### config.mk
export PLATFORM = sky130hd
export DESIGN_NAME = mem_stack_sequencer
export DESIGN_NICKNAME = d
export VERILOG_FILES = /design/src/rtl/mem_stack_sequencer.sv
export SDC_FILE = /design/constraint.sdc
export NUM_CORES = 1
export LEC_CHECK = 0
export CAP_MARGIN = 20
export CORE_MARGIN = 3
export CORE_UTILIZATION = 57
export CTS_CLUSTER_SIZE = 16
export DETAILED_ROUTE_END_ITERATION = 10
export GPL_ROUTABILITY_DRIVEN = 0
export PLACE_DENSITY = 0.85
export SLEW_MARGIN = 20
export SYNTH_ARGS = -nofsm -noshare
export SYNTH_HDL_FRONTEND = slang
export SYNTH_SLANG_ARGS = --single-unit
### constraint.sdc
create_clock -name clk -period 4.33 [get_ports clk]
set_input_delay 0.6495 -clock clk [delete_from_list [all_inputs] [get_ports clk]]
set_output_delay 0.6495 -clock clk [all_outputs]
set_load 0.01 [all_outputs]
### src/rtl/mem_stack_sequencer.sv
// mem_stack_sequencer
// Sequences multi-cycle stack traffic for interrupts, returns, calls and
// single-cycle push/pop/load/store accesses to the data memory.
// All control outputs are registered. A request is sampled on the rising edge
// in IDLE. The matching memory access appears in the cycle that follows.
//
// Ports:
//   clk        rising-edge clock
//   rst        asynchronous, active-high reset
//   int_req .. ld_req   single-cycle request strobes, sampled in IDLE
//   mr / mw    memory read / write enable (never both high)
//   sel1       write-data select: 00 ALU, 01 PC low, 10 PC high, 11 CCR
//   sel2       address select: 1 stack address, 0 ALU address
//   sp_addr    stack address for the current access
//   pc_lo_we, pc_hi_we, ccr_we, alu_we   capture strobes for popped data
//   busy       multi-cycle sequence in progress (pipeline stall)
//   done       one-cycle pulse in FIN
//   stk_fault  sticky overflow/underflow flag
//
// Configuration macro: STACK_GUARD_EN
//   When defined, a push at SP==0 or a pop at SP==SP_INIT raises stk_fault
//   and is suppressed. The sequence still runs to FIN.
//   When undefined, SP wraps and stk_fault is tied low.

module mem_stack_sequencer #(
    parameter int ADDR_W  = 12,
    parameter int SP_INIT = 2048
) (
    input  logic              clk,
    input  logic              rst,
    input  logic              int_req,
    input  logic              rti_req,
    input  logic              call_req,
    input  logic              ret_req,
    input  logic              push_req,
    input  logic              pop_req,
    input  logic              ld_req,
    input  logic              st_req,
    output logic              mr,
    output logic              mw,
    output logic [1:0]        sel1,
    output logic              sel2,
    output logic [ADDR_W-1:0] sp_addr,
    output logic              pc_lo_we,
    output logic              pc_hi_we,
    output logic              ccr_we,
    output logic              alu_we,
    output logic              busy,
    output logic              done,
    output logic              stk_fault
);

    localparam logic [ADDR_W-1:0] SP_RST = ADDR_W'(SP_INIT);

    typedef enum logic [2:0] {
        IDLE, PUSH_HI, PUSH_LO, PUSH_CCR, POP_CCR, POP_LO, POP_HI, FIN
    } state_t;

    typedef enum logic [2:0] {
        ACC_NONE, ACC_PUSH, ACC_POP, ACC_ST, ACC_LD
    } access_t;

    state_t            state;
    state_t            nxt;
    access_t           acc;
    logic [1:0]        nxt_sel1;
    logic [3:0]        nxt_we;
    logic              nxt_is_int;
    logic              is_int;
    logic [ADDR_W-1:0] sp;
    logic              push_ok;
    logic              pop_ok;

`ifdef STACK_GUARD_EN
    logic fault_q;
    assign push_ok   = (sp != '0);
    assign pop_ok    = (sp != SP_RST);
    assign stk_fault = fault_q;
`else
    assign push_ok   = 1'b1;
    assign pop_ok    = 1'b1;
    assign stk_fault = 1'b0;
`endif

    // Decide the next state and the access that state performs.
    // nxt_we is {ccr_we, pc_hi_we, pc_lo_we, alu_we}.
    // INT and CALL share the PUSH_HI/PUSH_LO path. is_int records which one is running.
    always_comb begin
        nxt        = state;
        acc        = ACC_NONE;
        nxt_sel1   = 2'b00;
        nxt_we     = 4'b0000;
        nxt_is_int = is_int;
        case (state)
            IDLE: begin
                if (int_req) begin
                    nxt = PUSH_HI; acc = ACC_PUSH; nxt_sel1 = 2'b10; nxt_is_int = 1'b1;
                end else if (rti_req) begin
                    nxt = POP_CCR; acc = ACC_POP; nxt_we = 4'b1000;
                end else if (call_req) begin
                    nxt = PUSH_HI; acc = ACC_PUSH; nxt_sel1 = 2'b10; nxt_is_int = 1'b0;
                end else if (ret_req) begin
                    nxt = POP_LO; acc = ACC_POP; nxt_we = 4'b0010;
                end else if (push_req) begin
                    acc = ACC_PUSH;
                end else if (pop_req) begin
                    acc = ACC_POP; nxt_we = 4'b0001;
                end else if (st_req) begin
                    acc = ACC_ST;
                end else if (ld_req) begin
                    acc = ACC_LD;
                end
            end
            PUSH_HI: begin
                nxt = PUSH_LO; acc = ACC_PUSH; nxt_sel1 = 2'b01;
            end
            PUSH_LO: begin
                if (is_int) begin
                    nxt = PUSH_CCR; acc = ACC_PUSH; nxt_sel1 = 2'b11;
                end else begin
                    nxt = FIN;
                end
            end
            PUSH_CCR: nxt = FIN;
            POP_CCR: begin
                nxt = POP_LO; acc = ACC_POP; nxt_we = 4'b0010;
            end
            POP_LO: begin
                nxt = POP_HI; acc = ACC_POP; nxt_we = 4'b0100;
            end
            POP_HI:  nxt = FIN;
            FIN:     nxt = IDLE;
            default: nxt = IDLE;
        endcase
    end

    // State, stack pointer and registered outputs.
    // The SP update is committed on the same edge that launches the access.
    // sp_addr therefore holds the pre-update address for the whole access cycle.
    always_ff @(posedge clk or posedge rst) begin
        if (rst) begin
            state    <= IDLE;
            is_int   <= 1'b0;
            sp       <= SP_RST;
            sp_addr  <= '0;
            mr       <= 1'b0;
            mw       <= 1'b0;
            sel1     <= 2'b00;
            sel2     <= 1'b0;
            pc_lo_we <= 1'b0;
            pc_hi_we <= 1'b0;
            ccr_we   <= 1'b0;
            alu_we   <= 1'b0;
            busy     <= 1'b0;
            done     <= 1'b0;
`ifdef STACK_GUARD_EN
            fault_q  <= 1'b0;
`endif
        end else begin
            state    <= nxt;
            is_int   <= nxt_is_int;
            busy     <= (nxt != IDLE);
            done     <= (nxt == FIN);
            mr       <= 1'b0;
            mw       <= 1'b0;
            sel1     <= 2'b00;
            sel2     <= 1'b0;
            pc_lo_we <= 1'b0;
            pc_hi_we <= 1'b0;
            ccr_we   <= 1'b0;
            alu_we   <= 1'b0;
            case (acc)
                ACC_PUSH: begin
                    sel2    <= 1'b1;
                    sel1    <= nxt_sel1;
                    sp_addr <= sp;
                    if (push_ok) begin
                        mw <= 1'b1;
                        sp <= sp - 1'b1;
                    end
`ifdef STACK_GUARD_EN
                    else fault_q <= 1'b1;
`endif
                end
                ACC_POP: begin
                    sel2    <= 1'b1;
                    sp_addr <= sp + 1'b1;
                    if (pop_ok) begin
                        mr       <= 1'b1;
                        ccr_we   <= nxt_we[3];
                        pc_hi_we <= nxt_we[2];
                        pc_lo_we <= nxt_we[1];
                        alu_we   <= nxt_we[0];
                        sp       <= sp + 1'b1;
                    end
`ifdef STACK_GUARD_EN
                    else fault_q <= 1'b1;
`endif
                end
                ACC_ST:  mw <= 1'b1;
                ACC_LD:  mr <= 1'b1;
                default: ;
            endcase
        end
    end

endmodule
# Word-level counts from Yosys, hierarchy flattened
# Index checks and enable logic that the tools add are counted.
# Widths: inputs -> output; s select.
[word_totals]
register_bits = 39
inputBits = 10
output_inout_bits = 24
elab_cells = 80
[classes]
n_addsub = 2
n_eq_ne = 13
n_mux = 41
reduce_logical = 10
[op_table]
columns = ["op", "count"]
rows = [
  ["$pmux 12 s2", 2],
  ["$mux 3", 13],
  ["$pmux 3 s7", 1],
  ["$eq 3x3->1 const B", 6],
  ["$mux 2", 7],
  ["$mux 1", 13],
  ["$add 12x1->12 const B", 1],
  ["$eq 3x2->1 const B", 4],
  ["$pmux 3 s4", 1],
  ["$pmux 4 s3", 1],
  ["$sub 12x1->12 const B", 1],
  ["$reduce_or 2->1", 5],
  ["$mux 4", 2],
  ["$eq 3x1->1 const B", 2],
  ["$pmux 2 s3", 1],
  ["$reduce_bool 2->1", 2],
  ["$logic_not 3->1", 1],
  ["$reduce_and 3->1", 1],
  ["$reduce_bool 3->1", 1],
  ["$ne 2x2->1 const B", 1],
]

# Logic depth before layout (Yosys ltp)
# Gate-level depths: netlist (run 1).
[logic_depth]
word_depth = 12
depth_mapped = 11
ltp_nobuf = 8

# Least setup slack after synthesis (run 1)
# OpenSTA, ideal clock, no wires.
[synth_path]
kind = "input -> register"
from = "input int_req"
to = "register sp_addr[0]"
setup_time_ns = 0.125
arrival_time_ns = 2.327
required_time_ns = 4.205
setup_slack_ns = 1.879
cell_stages = 8
path_buffers = 2
path_cell_list = "or2_1 -> o311ai_0 -> and2_1 -> nand2b_1 -> buf_4 -> buf_2 -> ha_1 -> mux2_2"
[synth_via]
elab_chain_len = 4
word_cells_on_any_way = 6
classes_between = "eq/ne (2); mux (3); reduce/logical (1)"
[synth_lines]
columns = ["item", "line", "source"]
rows = [
  ["from (decl)", "31", "input logic int_req,"],
  ["$mux 3 (*)", "96", "if (int_req) begin"],
  ["$pmux 3 s4 (*)", "94", "case (state)"],
  ["$eq 3x2->1 / $eq 3x1->1 (equally long branches)", "172", "case (acc)"],
  ["$pmux 12 s2 / $reduce_bool 2->1 (equally long branches)", "--", ""],
  ["to (signal assigned)", "176", "sp_addr <= sp;"],
  ["to (signal assigned)", "187", "sp_addr <= sp + 1'b1;"],
  ["to (decl)", "43", "output logic [ADDR_W-1:0] sp_addr,"],
]
# Every way passes the cells marked *; elsewhere a longest branch is shown, timed or not.
# A chain may end at the register's enable or synchronous reset.

# Final worst setup path (run 1)
[layout_path]
from = "input ret_req"
to = "register sp[0]"
[layout_via]
elab_chain_len = 7
word_cells_on_any_way = 9
classes_between = "eq/ne (2); mux (6); reduce/logical (1)"
[layout_lines]
columns = ["item", "line", "source"]
rows = [
  ["from (decl)", "34", "input logic ret_req,"],
  ["$mux 3 (*)", "102", "end else if (ret_req) begin"],
  ["$mux 3 (*)", "100", "end else if (call_req) begin"],
  ["$mux 3 (*)", "98", "end else if (rti_req) begin"],
  ["$mux 3 (*)", "96", ""],
  ["$pmux 3 s4 (*)", "94", ""],
  ["$eq 3x2->1 / $eq 3x1->1 (equally long branches)", "172", ""],
  ["$pmux 12 s2 / $reduce_bool 2->1 (equally long branches)", "--", ""],
  ["to (signal assigned)", "179", "sp <= sp - 1'b1;"],
  ["to (signal assigned)", "194", "sp <= sp + 1'b1;"],
  ["to (decl)", "70", "logic [ADDR_W-1:0] sp;"],
]
# Marked as above.

==> results.rst, run 1 <==
.. list-table::
   :header-rows: 1

   * - Metric
     - Value
   * - DR WL/cell
     - about 15 um
   * - Via density
     - 5.87
   * - Number of nets in the layout
     - 257
   * - Summed instance area of the synthesized netlist
     - 2070 um2
   * - Floorplan die area
     - 4390 um2
   * - Launch point of the critical path
     - ret_req
   * - Floorplan row count
     - 21
   * - Post-synth cell types
     - 50
   * - Clock slew at the register clock pins of the worst setup and hold paths
     - roughly 0.11 ns
   * - Worst-path fanout max
     - 18
   * - Synth warn
     - 0
   * - Total nets after synthesis
     - 230
   * - Effective utilization at floorplan
     - 0.605
   * - Number of buffers between clock root and the deepest sink
     - 2
   * - Largest cells by area after synthesis
     - sky130_fd_sc_hd__dfrtp_1 (46%), sky130_fd_sc_hd__xnor2_1 (4.2%), sky130_fd_sc_hd__a21oi_1 (2.9%), sky130_fd_sc_hd__inv_1 (2.9%), sky130_fd_sc_hd__nor2_1 (2.9%)
   * - Run status
     - complete, no violations
   * - Tcrit/Tclk final
     - 0.720
   * - IR drop worst, VDD
     - 0.470 mV
   * - Achievable clock frequency
     - 321 MHz
   * - Global-route met1 utilization
     - 0.312
   * - Slew headroom
     - 0.551
   * - NetSw
     - 0.763 mW
   * - Buffers added on ports
     - 32
   * - Core region area
     - 3420 um2
   * - Primary FF master, synth
     - sky130_fd_sc_hd__dfrtp_1
   * - Initial DRC Count
     - ~240
   * - CTS Sinks
     - 39
   * - Post-synthesis cell count
     - 216
   * - Hold-fix buffer count after cts
     - 0
   * - DIE WIDTH
     - approximately 66 um
   * - Sequential fraction of the synthesis area
     - 0.472
   * - Global-route track usage on met2
     - 0.331
   * - Kind of end point of the critical path
     - flop
   * - Number of inserted diodes
     - 0
   * - RSZ-0062 raised after global routing
     - no
   * - DP HPWL
     - 3080 um
   * - Final design utilization
     - 0.716
   * - Slew Viols, Final
     - 0
   * - Cell breakdown of the critical path
     - clkdlybuf4s50_1 > or4_4 > o311ai_2 > buf_4 > nand2b_1 > inv_2 > ha_1 > o21ai_0 > o21ai_0
   * - GR peak layer
     - met2
   * - Startpoint class of the critical path
     - primary input
   * - Number of remaining DRC errors
     - 0
   * - Aggregate negative setup slack
     - 0 ns
   * - Crit path top cell by count
     - sky130_fd_sc_hd__o21ai_0
   * - Type of the setup path with the least slack
     - in2reg
   * - Slowest Stage Delay on Critical Path
     - 0.55 ns
   * - Largest net degree at the start of global routing
     - 40
   * - Combinational share of power
     - 0.502
   * - Hold Violations, Final
     - 0
   * - Post-Syn Area per Cell
     - 9.58 um2
   * - Slowest stage cell, crit path
     - sky130_fd_sc_hd__nand2b_1
   * - Iteration count of the initial detailed-routing pass
     - 5
   * - Flop and latch count out of synthesis
     - 39
   * - Clock group share of total power
     - 0.114
   * - Vias
     - about 1700
   * - Sequential group share of total power
     - 0.384
   * - Top-Level Pins
     - 34
   * - Crit Reg-Reg Startpoint
     - state[1]
   * - Library cell occupying the most area in the post-synthesis netlist
     - sky130_fd_sc_hd__dfrtp_1
   * - Clock tree skew after final layout
     - 0.0105 ns
   * - Pin slew with the least headroom to its limit
     - roughly 0.67 ns
   * - CTS Buf Count
     - 5
   * - Global routing usage summed across all routing layers
     - 0.222
   * - Max-cap viol count
     - 0
   * - Top-area cell type share of the netlist area
     - 0.460
   * - Critical path data required time
     - around 4.5 ns
   * - Share of post-route cells with drive strength above 1
     - 0.0861
   * - Antenna violations before repair
     - 0
   * - Leakage power summed over all cells
     - 1.01 nW
   * - CTS HTree Levels
     - 2
   * - Overflow left after global routing
     - 0
   * - Number of gates given a new drive strength after cts
     - 0
   * - Final Routed Wirelength
     - between 4000 and 5000 um
   * - Count of nets left with antenna violations after detail routing
     - 0
   * - Flop-to-flop setup slack
     - 1.36 ns
   * - Final critical delay including setup and external delays
     - 3.12 ns
   * - Area Overhead vs Synth
     - 18.3%
   * - Setup Fix Bufs, Post-CTS
     - 0
   * - Async set or reset register ratio after synthesis
     - 1.00
   * - Data arrival, critical path
     - 3.33 ns
   * - Source-to-sink clock delay at the later pin of the worst-skew pair
     - 0.35 ns
   * - Die Y
     - 66.2 um
   * - Number of global-route vias before repair
     - ~1600
   * - Finish-stage setup viols
     - 0
   * - Clock root buffer
     - sky130_fd_sc_hd__clkbuf_4
   * - First-pass GRT wire length
     - between 7000 and 8000 um
   * - Post-synth EDFFs
     - 0
   * - Path class of the lowest-slack min-delay path
     - reg2reg
   * - Internal power
     - 1.08 mW
   * - Worst Hold Launch
     - sp[11]
   * - TritonCTS clock tree
     - built
   * - Power density over the cells
     - 752 nW/um2
   * - Net switching fraction of the power
     - 0.415
   * - Met3 routing resource usage after global routing
     - 0.0646
## worst max-delay path, delay by kind of cell
kind | cells | cell delay (ns)
simple gates | 2 | 1.00
fa+ha+maj | 1 | 0.25
compound gates | 3 | 0.47
buf+inv | 3 | 0.96
## stage by stage
| stage | hold slack [ns] | worst slack [ns] | instance area, um2 | instances | power, mW |
|---|---|---|---|---|---|
| final | 0.498 | 1.21 | 2450 | 290 | 1.84 |
| after CTS | 0.502 | 1.25 | 2450 | 290 | 1.84 |
| after global placement | 0.482 | 0.975 | 2380 | 282 | 1.60 |
| after global routing | 0.522 | 1.03 | 2450 | 290 | 1.99 |
| after floorplan | 0.470 | 1.88 | 2070 | 216 | 1.34 |
| after detailed placement | 0.484 | 0.859 | 2380 | 282 | 1.63 |
## cells in the mapped netlist (4+ instances only)
cell type                 number
sky130_fd_sc_hd__nand2_1      12
sky130_fd_sc_hd__o22ai_1       4
sky130_fd_sc_hd__a21oi_1      12
sky130_fd_sc_hd__inv_1        16
sky130_fd_sc_hd__nor4_1        5
sky130_fd_sc_hd__buf_2         6
sky130_fd_sc_hd__nor3_1        8
sky130_fd_sc_hd__o32ai_1       4
sky130_fd_sc_hd__o21ai_0      11
sky130_fd_sc_hd__ha_1          4
sky130_fd_sc_hd__dfrtp_1      38
sky130_fd_sc_hd__a32oi_1       5
sky130_fd_sc_hd__nor2_1       16
sky130_fd_sc_hd__buf_4         4
sky130_fd_sc_hd__nand3_1       9
sky130_fd_sc_hd__xnor2_1      10
sky130_fd_sc_hd__and2_1        4
## placed cells by master, fill, tap and decap left out, drive strengths merged, types with 2 or more instances in the layout
cell type	n
o311ai	2
nor2b	3
clkdlybuf4s50	32
nand4	3
a21oi	12
o21ai	12
xnor2	11
nor2	16
ha	4
nor3	8
nor4	5
clkbuf	8
a211oi	3
and2	5
o21a	2
o221a	2
inv	17
o32ai	4
dfrtp	38
o22ai	4
nand3	9
nand2b	3
a22o	2
nand2	12
and3	3
buf	2
mux2	2
a32oi	5
## cell families after synthesis
kind of cell / count (synthesis) / share of synthesized area
AO/OA/AOI/OAI: 57 / 0.194
XOR/XNOR: 11 / 0.0502
adder cells (fa/ha/maj): 4 / 0.0242
buffers and inverters: 31 / 0.0708
flip-flops: 39 / 0.472
multiplexers: 2 / 0.0109
other: 1 / 0.00181
AND/OR/NAND/NOR: 71 / 0.175
## cell type report
cell class	count	area, um2
tap	46	57.6
multi-input combinational	146	945
clock buffer	8	68.8
sequential	39	977
inverter	17	63.8
timing repair buffer	34	335
fill	271	968
## final timing paths
path                            cells past startpoint  endpoint
min in group asynchronous                           3      busy
worst max-delay path                                9     sp[0]
worst max register to register                      8     sp[0]
max in group asynchronous                           3    sp[11]
worst min register to register                      1    sp[11]
worst min-delay path                                1    sp[11]
## power by group through the flow
stage / logic (mW) / registers (mW) / clock network (mW)
after global placement: 0.900 / 0.705 / 0
after CTS: 0.923 / 0.703 / 0.214
after detailed placement: 0.921 / 0.708 / 0
final: 0.924 / 0.706 / 0.211
after floorplan: 0.668 / 0.669 / 0
after global routing: 1.03 / 0.731 / 0.230
## metal layers
metal,up-vias,part of all wire
met5,-,0
met4,0,0.014
met3,7,0.081
met2,72,0.44
met1,800,0.46
li1,824,-
## state kept, by name, summed over array words and instances, names as in the netlist
signal	count
pc_lo_we	1
sel1	2
sel2	1
sp_addr	12
mw	1
alu_we	1
state	3
is_int	1
mr	1
busy	1
done	1
pc_hi_we	1
ccr_we	1
sp	12
Power figures use the tool's default switching activity.
==> run 2, diff against run 1 <==
Settings changed: CORE_UTILIZATION 57 to 53, PLACE_DENSITY 0.85 to 0.79.
Clock period 4.33 ns to 3.2 ns, I/O delays scaled along.
==> run 2 against run 1 <==
Effect of this change: sequential power increased by 36%; sequential share of layout area decreased by 0.90 points; non-clock buffer count is 3 higher; clock power increased by 70%; via count rose by 0.94%; sequential cell count unchanged; register-to-register slack lost 0.61 ns; hold slack got worse by 0.0026 ns; wire length is 5.8% higher; combinational power up 43%; total power increased by 43%.
==> results.rst, run 2 (synthesis gave the netlist of run 1 again) <==
.. list-table::
   :header-rows: 1

   * - Metric
     - Value
   * - Run status
     - complete, no violations
   * - Number of global-route vias before repair
     - approximately 1600
   * - Most used cells in the layout excluding fill and tap cells
     - sky130_fd_sc_hd__dfrtp_1 (38), sky130_fd_sc_hd__clkdlybuf4s50_1 (32), sky130_fd_sc_hd__inv_1 (16), sky130_fd_sc_hd__nor2_1 (16)
   * - Slew headroom
     - 0.517
   * - Pin slew with the least headroom to its limit
     - 0.719 ns
   * - Cell breakdown of the critical path
     - clkdlybuf4s50_1 > or2_1 > o311ai_0 > and2_1 > nand2b_1 > buf_4 > o32ai_1 > a21oi_1
   * - Core region area
     - 3720 um2
   * - TritonCTS clock tree
     - built
   * - DR WL/cell
     - approximately 15 um
   * - Antenna violations before repair
     - 0
   * - Number of nets in the layout
     - 260
   * - Vias
     - between 1500 and 2000
   * - Final critical delay including setup and external delays
     - 2.55 ns
   * - Kind of end point of the critical path
     - flop
   * - Finish-stage setup viols
     - 0
   * - Path class of the lowest-slack min-delay path
     - reg2reg
   * - Die Y
     - 68.5 um
   * - Hold-fix buffer count after cts
     - 0
   * - Achievable clock frequency
     - 392 MHz
   * - DIE WIDTH
     - roughly 68 um
   * - Iteration count of the initial detailed-routing pass
     - 6
   * - Final Routed Wirelength
     - 4520 um
   * - Slowest Stage Delay on Critical Path
     - 0.49 ns
   * - Number of buffers between clock root and the deepest sink
     - 2
   * - Worst setup slack after layout
     - 0.648 ns
   * - Slowest stage cell, crit path
     - sky130_fd_sc_hd__clkdlybuf4s50_1
   * - Placement Setup Slack
     - 0.350 ns
   * - Startpoint class of the critical path
     - primary input
   * - Slew Viols, Final
     - 0
   * - Number of remaining DRC errors
     - 0
   * - Most common cell after layout, fill and taps aside
     - sky130_fd_sc_hd__dfrtp_1
   * - Area Overhead vs Synth
     - 21.1%
   * - Placed Cells
     - 287
   * - DP HPWL
     - roughly 3300 um
   * - CTS HTree Levels
     - 2
   * - Via density
     - 5.83
   * - Initial DRC Count
     - 143
   * - Buffers added on ports
     - 32
   * - Clock slew at the register clock pins of the worst setup and hold paths
     - 0.07 ns
   * - Data arrival, critical path
     - 2.72 ns
   * - Type of the setup path with the least slack
     - in2reg
   * - Max-cap viol count
     - 0
   * - Source-to-sink clock delay at the later pin of the worst-skew pair
     - 0.29 ns
   * - Global-route track usage on met2
     - 0.344
   * - Count of nets left with antenna violations after detail routing
     - 0
   * - Floorplan die area
     - 4690 um2
   * - Fill cell total of the finished layout
     - 308
   * - Multi-input gate area in the final layout
     - 945 um2
   * - Flop-to-flop setup slack
     - between 0.7 and 0.8 ns
   * - GR peak layer
     - met2
   * - Met3 routing resource usage after global routing
     - 0.0640
   * - Non-filler instance count after layout
     - 295
   * - Power density over the cells
     - 1050 nW/um2
   * - Worst-path fanout max
     - 11
   * - Setup Fix Bufs, Post-CTS
     - 0
   * - Effective utilization at floorplan
     - 0.557
   * - Design area
     - 2500 um2
   * - Tcrit/Tclk final
     - 0.797
   * - Clock root buffer
     - sky130_fd_sc_hd__clkbuf_8
   * - First-pass GRT wire length
     - 7580 um
   * - CTS Buf Count
     - 5
   * - Regs by FF count
     - sp (12), sp_addr (12), state (3)
   * - Critical path data required time
     - roughly 3.4 ns
   * - Share of post-route cells with drive strength above 1
     - 0.0972
   * - Number of buffers and inverters on the critical path
     - 2
   * - Worst hold margin
     - just under 0.5 ns
   * - Top-Level Pins
     - 34
   * - Global routing usage summed across all routing layers
     - 0.220
   * - IR drop worst, VDD
     - between 0.5 and 0.6 mV
   * - Total power
     - 2.63 mW
   * - Leakage power summed over all cells
     - 1.03 nW
   * - Hold Violations, Final
     - 0
   * - Floorplan row count
     - 22
   * - Largest net degree at the start of global routing
     - 27
   * - Area after detailed placement
     - 2400 um2
   * - Final design utilization
     - 0.674
   * - Register cell area after layout
     - 977 um2
   * - Overflow left after global routing
     - 0
   * - Clock tree skew after final layout
     - 0.00895 ns
   * - Number of inserted diodes
     - 0
   * - Aggregate negative setup slack
     - 0 ns
   * - CTS Sinks
     - 39
   * - Number of gates given a new drive strength after cts
     - 0
   * - RSZ-0062 raised after global routing
     - no
   * - Global-route met1 utilization
     - 0.288
   * - Crit path max-delay family
     - buffers and inverters
## run 2: cell count changes in the layout (fill, tap and decap cells not counted)
cell,delta
sky130_fd_sc_hd__buf_4,+3
sky130_fd_sc_hd__clkbuf_8,+5
sky130_fd_sc_hd__clkbuf_4,-5
## run 2: routing by layer
layer | share of wire | up-vias
met3 | 0.069 | 6
met5 | 0 | -
met1 | 0.45 | 806
met4 | 0.014 | 0
met2 | 0.47 | 75
li1 | - | 832
## run 2: worst register-to-register path, cell delays in order (launching register included)
cell and delay (ns):
sky130_fd_sc_hd__dfrtp_1 0.49, sky130_fd_sc_hd__or4_4 0.56, sky130_fd_sc_hd__o311ai_2 0.30, sky130_fd_sc_hd__nand2b_1 0.35, sky130_fd_sc_hd__inv_2 0.19, sky130_fd_sc_hd__a222oi_1 0.33
sky130_fd_sc_hd__o21ai_1 0.11
## run 2: area by class of cell
cell class | count | area share
flip-flops and latches | 39 | 0.390
well taps | 48 | 0.0240
clock buffers | 8 | 0.0400
repair buffers | 37 | 0.143
inverters | 17 | 0.0255
multi-input cells | 146 | 0.377
## run 2: report_power, final
group	switching (mW)	total (mW)	leakage, nW	internal [mW]
Sequential	0.232	0.957	0.475	0.724
Clock	0.162	0.358	0.0515	0.197
Combinational	0.668	1.32	0.509	0.648
## run 2: path summary, 6_finish.rpt
kind / depth (start not counted) / from / end
min reg2reg: 1 / sp[11] / sp[11]
max reg2reg: 6 / state[1] / sp_addr[7]
min: 1 / sp[11] / sp[11]
max in group asynchronous: 3 / rst / sp[11]
max: 8 / int_req / sp_addr[11]
min in group asynchronous: 2 / rst / sp[5]
